[config.mk]
export PLATFORM = sky130hd
export DESIGN_NAME = mul_accumulate_stage
export DESIGN_NICKNAME = d
export VERILOG_FILES = /design/src/rtl/mul_accumulate_stage.sv
export SDC_FILE = /design/constraint.sdc
export NUM_CORES = 1
export LEC_CHECK = 0
export ABC_AREA = 0
export BUFFER_PORTS_ARGS = -buffer_cell sky130_fd_sc_hd__buf_2
export CAP_MARGIN = 30
export CELL_PAD_IN_SITES_DETAIL_PLACEMENT = 0
export CELL_PAD_IN_SITES_GLOBAL_PLACEMENT = 2
export CORE_ASPECT_RATIO = 2
export CORE_MARGIN = 2
export CORE_UTILIZATION = 25
export CTS_CLUSTER_SIZE = 16
export DETAILED_ROUTE_END_ITERATION = 12
export PLACE_DENSITY = 0.78
export SKIP_CTS_REPAIR_TIMING = 1
export SLEW_MARGIN = 10
export SYNTH_ARGS = -nofsm -noshare
export SYNTH_HDL_FRONTEND = slang
export SYNTH_SLANG_ARGS = --single-unit
[constraint.sdc]
create_clock -name clk -period 3.44 [get_ports clk]
set_clock_uncertainty 0.1 [all_clocks]
set_input_delay 0.688 -clock clk [delete_from_list [all_inputs] [get_ports clk]]
set_output_delay 0.688 -clock clk [all_outputs]
set_load 0.01 [all_outputs]
[src/rtl/mul_accumulate_stage.sv]
// mul_accumulate_stage: CryptoNight post-multiply stage; swapped-half add into a, XOR with scratchpad, handshake next a downstream
module mul_accumulate_stage #(
  parameter int ADDR_W = 17,
  parameter int ITERATIONS = 524288,
  parameter int CNT_W = 20
) (
  input  logic              clk,
  input  logic              reset,
  input  logic              init_valid,
  input  logic [127:0]      init_a,
  input  logic              prod_valid,
  input  logic [127:0]      product,
  input  logic [127:0]      spad_data,
  output logic              wr_valid,
  output logic [127:0]      wr_data,
  output logic              out_valid,
  input  logic              out_ready,
  output logic [127:0]      a_out,
  output logic [ADDR_W-1:0] addr_out,
  output logic [CNT_W-1:0]  iter_count,
  output logic              busy,
  output logic              done,
  output logic              overflow
);
  typedef enum logic [1:0] {IDLE, RUN, HOLD, DONE} state_t;
  state_t state;
  logic [127:0] a, sum;
  logic [CNT_W:0] cnt_nx;
  logic hs, accept, last;
  always_comb begin
    sum = {a[127:64] + product[63:0], a[63:0] + product[127:64]};
    cnt_nx = {1'b0, iter_count} + (CNT_W+1)'(1);
    last = cnt_nx == (CNT_W+1)'(ITERATIONS);
    hs = out_valid & out_ready;
    // a product arriving on the cycle HOLD is released is taken back-to-back
    accept = prod_valid & (state == RUN | (state == HOLD & hs));
  end
  assign a_out = a;
  assign addr_out = a[ADDR_W+3:4];
  assign busy = state == RUN || state == HOLD;
  always_ff @(posedge clk) begin
    if (reset) begin
      state <= IDLE;
      a <= '0;
      wr_valid <= 1'b0;
      wr_data <= '0;
      out_valid <= 1'b0;
      iter_count <= '0;
      done <= 1'b0;
      overflow <= 1'b0;
    end else if (init_valid) begin
      state <= RUN;
      a <= init_a;
      wr_valid <= 1'b0;
      out_valid <= 1'b0;
      iter_count <= '0;
      done <= 1'b0;
      overflow <= 1'b0;
    end else begin
      wr_valid <= accept;
      if (accept) begin
        wr_data <= sum;
        a <= sum ^ spad_data;
        out_valid <= 1'b1;
        iter_count <= cnt_nx[CNT_W-1:0];
        state <= last ? DONE : HOLD;
        if (last) done <= 1'b1;
      end else begin
        if (hs) out_valid <= 1'b0;
        if (hs && state == HOLD) state <= RUN;
        if (prod_valid && state == HOLD) overflow <= 1'b1;
      end
    end
  end
endmodule

== Yosys cells after proc, flatten, opt, wreduce, memory -nomap -nowiden ==
Index checks and enable logic that the tools add are counted.
Storage, ports and cells
  register bits after elaboration: 282
  logic and storage cells: 41
  output and inout bits: 298
  input bits: 389
Operators by class
  multiplexer cells: 8
  eq/ne operators: 3
  reduce and logical (&&, ||, !) cells: 11
  add/sub/neg operators: 3
  bitwise gates (word level): 7
Operators by type and width (number)
  2-to-1 mux 128 bit: 2
  adder 64 bit: 2
  bitwise XOR 128 bit: 1
  adder 20 x 1 -> 21 bit, second input constant: 1
  equality test 21 x 20 -> 1 bit, second input constant: 1
  AND reduction 2 bit: 3
  nonzero test 2 bit: 3
  2-to-1 mux 1 bit: 4
  2-to-1 mux 2 bit: 2
  AND 1 bit: 3
  nonzero test 3 bit: 1
  equality test 2 x 1 -> 1 bit, second input constant: 1
  equality test 2 bit, second input constant: 1
  logical AND 1 bit: 2
  inverter 1 bit: 2
  OR reduction 2 bit: 1
  logical OR 1 bit: 1
  OR 1 bit: 1

== Logic depth before layout (Yosys ltp) ==
  depth after elaboration: 6
  gate-level depth with buffers: 13
  gate-level depth less buffers: 13

== Worst setup path after synthesis ==
OpenSTA, ideal clock, no wires.
  kind: input to register
  from: input product[22]
  to: register a[127] (netlist: a_out[127])
  required time: 3249 ps
  setup time: 91 ps
  arrival time: 3381 ps
  buffers on the path: 1
  slack: -132 ps
  stages: 12
  cell sequence: ha_1 -> buf_2 -> a21oi_1 -> o21ai_1 -> nor3_1 -> nand4_1 -> a311oi_1 -> o31ai_2 -> a21oi_2 -> xor3_1 -> or3_1 -> a311oi_1
Between the ends
  word-level cells in the longest chain between the ends: 4
RTL lines
  from (decl): RTL line 12  | input logic [127:0] product,
  adder 64 bit: RTL line 31  | sum = {a[127:64] + product[63:0], a[63:0] + product[127:64]};
  bitwise XOR 128 bit: RTL line 63  | a <= sum ^ spad_data;
  2-to-1 mux 128 bit: RTL line 61  | if (accept) begin
  2-to-1 mux 128 bit: RTL line 51  | end else if (init_valid) begin
  to (signal assigned): RTL line 53  | a <= init_a;
  to (signal assigned): RTL line 63
  to (decl): RTL line 27  | logic [127:0] a, sum;
No other way between the ends. The select of a mux whose other input is x is not followed.
A chain may end at the register's enable or synchronous reset.

== Worst setup path after layout ==
  from: register a[10] (netlist: a_out[10])
  to: register a[38] (netlist: a_out[38])
Between the ends
  word-level cells in the longest chain between the ends: 4
RTL lines (RTL line)
  adder 64 bit: 31
  bitwise XOR 128 bit: 63
  2-to-1 mux 128 bit: 61
  2-to-1 mux 128 bit: 51
No other way between the ends. The select of a mux whose other input is x is not followed.

==> metrics.yaml <==
syn_avg_cell_area_um2: 7.40
synth_edf_count: 0
die_h_um: 409
max_freq_mhz: 289
min_from: "init_a[32]"
slew_headroom_pct: 45.5
path_clk_slew_ps: 70
vias_per_cell: 5.01
drive_gt1_share_pct: 37.5
ys_types: 82
crit_start: "a_out[10]"
globalRouteMet1Util_pct: 26.0
grt_max_degree: 117
port_buffers: 686
dp.cells: 4870
drt_pass1_iterations: 5
final_hold_viol_count: 0
pin_count: 687
min_period_over_period_pct: 101
grt_pass1_vias: 25200
wirelength_um: 116000
crit_fanout: 6
fin_setup_tns_ps: -17.8
grt.overflow.total: 0
core_area_um2: 81300
route.detailed.drc: 0
top_usage_layer: "met2"
ys_ff_latch: 282
use_met3_pct: 6.87
synth_nets: 3286
drtIter0Drc: 1247
clk_latency_ps: 570
drv_cap: 0
worst_pin_slew_ps: 817
rsz0062_at_grt: "yes"
clock_sinks: 282
routabilityCongestion: 0.933
leakagePower_nw: 14.6
synthFlopType: "dfxtp_1"
h-tree-depth: 2
violations: "setup timing"
async_flop_share_pct: 0
area_growth_syn_to_layout_pct: 50.8
cellPowerDensity_nw_per_um2: 399
dieWidth_um: 206
fp-row-count: 148
rr_startpoint: "a_out[10]"
clockRootBuffer: "clkbuf_16"
critPathRequiredTime_ps: 3840
grt_pass1_wl_um: 164000
ys_seq_area_share_pct: 27.6
syn_inst: 2765
arrival_ps: 3860
dieArea_um2: 84300
setup_viol: 1
total_power_mw: 12.3
peakVddDrop_v: 0.000327
synth_area_um2: 20500
ant_nets: 0
dpl.hpwl_um: 94700
status: "finished with violations"
r2r_slack_ps: -20
cts_tree: "done"
cts_buffers: 34
whs_ps: 209
startpoint_type: "flip-flop"
wl_per_cell_um: 23.4
nNetsFinal: 4391
cts_buffer_depth: 3
instances_no_fill: 4963
track_usage_pct: 26.5
finalMaxSlewViolations: 0
grtUsageMet2_pct: 49.7
initial_core_util_pct: 25.2
end_kind: "flip-flop"
synth-warning-count: 0
setup_slack_ps: -17.8
worstSetupPathType: "reg -> reg"
fin_crit_ps: 3460
hp-class: "in -> reg"
antenna_found_initial: 47
via_count: 24900
per-layer routing:
metal	up-vias	part of all wire, %	wire length (um)
met3	270	7.3	8460
met4	48	5.8	6690
met1	11700	35	40200
met2	801	52	60400
met5	-	0.28	324
li1	12100	-	-
worst max-delay path, cell delays in order, from the launching register on:
cell and delay [ps]:
dfxtp_1 320, ha_2 390, nor3_1 70, buf_4 140
o311a_1 300, o21ai_1 320, and4_4 360, a21oi_4 80
o41a_1 520, xnor2_2 320, xnor2_1 120, a211o_1 260
a21oi_1 110
registers in the layout, summed over array words and instances, names as in the netlist:
| name | count |
|---|---|
| wr_data | 128 |
| iter_count | 20 |
| a_out | 128 |
| state | 2 |
| overflow | 1 |
| done | 1 |
| out_valid | 1 |
| wr_valid | 1 |
cell usage in the layout, fill, tap and decap left out, types with 10 or more instances in the layout:
master | netlist | routed
a21oi_1 | 346 | 325
nand2b_1 | 12 | 11
a31oi_1 | 29 | 25
buf_2 | 3 | 684
nor3_1 | 62 | 58
nor2b_1 | 13 | 11
buf_12 | 0 | 13
o21ai_0 | 157 | 146
mux2i_1 | 15 | 15
a211oi_1 | 62 | 56
buf_4 | 17 | 559
xor2_1 | 92 | 89
a21o_1 | 59 | 58
xnor2_1 | 150 | 144
nor2_1 | 256 | 250
dfxtp_2 | 0 | 10
o21ai_1 | 14 | 20
ha_1 | 130 | 118
o21a_1 | 16 | 16
inv_1 | 44 | 43
o21bai_1 | 22 | 20
a32oi_1 | 17 | 17
and3_1 | 50 | 50
o211ai_1 | 18 | 18
nand2_1 | 436 | 431
nand4_1 | 45 | 45
a21oi_2 | 2 | 17
a22o_1 | 12 | 12
nand3_1 | 50 | 48
clkbuf_16 | 0 | 37
dfxtp_1 | 282 | 270
diode_2 | 0 | 22
cells by family (layout without fill, tap and decap cells):
logic type | count (synthesis) | in the layout | share of synthesized area (%)
multiplexers | 17 | 17 | 0.843
other | 0 | 22 | 0
AO/OA/AOI/OAI | 856 | 856 | 25.9
buffers and inverters | 238 | 1364 | 4.69
XOR/XNOR | 252 | 252 | 11.5
AND/OR/NAND/NOR | 988 | 988 | 21.4
flip-flops | 282 | 282 | 27.6
adder cells (fa/ha/maj) | 132 | 132 | 8.14
layout make-up:
type | instances | area (um2)
clock inverters | 11 | 140
multi-input cells | 2245 | 14600
clock buffers | 46 | 1000
well taps | 1050 | 1310
repair buffers | 1261 | 7940
flip-flops and latches | 282 | 5670
diodes | 22 | 55.1
fillers | 8870 | 50400
inverters | 46 | 173
report_power, final:
part           internal [mW]  switching (mW)
Sequential              3.45           0.164
Combinational           2.22            2.55
Clock                   2.26            1.68
Total                   7.93            4.39
Yosys cell counts (18+ instances only):
library cell    n  share of area, %
o21ai_0       157               3.8
a31oi_1        29              0.89
a211oi_1       62               2.3
clkbuf_1      160               2.9
nand4_1        45               1.4
nand3_1        50               1.2
nor2_1        256               4.7
xor2_1         92               3.9
dfxtp_1       282                28
a21o_1         59               2.2
inv_1          44              0.81
o21bai_1       22              0.81
a21oi_1       346               8.5
o211ai_1       18              0.66
xnor2_1       150               6.4
nand2_1       436               8.0
ha_1          130               7.9
nor3_1         62               1.5
and3_1         50               1.5
final timing paths:
check | endpoint | cells past startpoint
hold reg to reg | wr_data[34] | 2
setup reg to reg | a_out[38] | 12
hold / removal | a_out[32] | 3
setup / recovery | a_out[38] | 12
per-stage QoR:
| stage | setup WS (ps) | utilization [%] | cell area (um2) |
|---|---|---|---|
| floorplan | 0.265 | - | 20500 |
| detailed placement | -873 | 35.5 | 28900 |
| global route | -180 | 37.9 | 30800 |
| global placement | -1140 | 35.5 | 28900 |
| CTS | -550 | 36.9 | 30000 |
| finish | -17.8 | 38.0 | 30900 |
(Power assumes the default switching activity.)
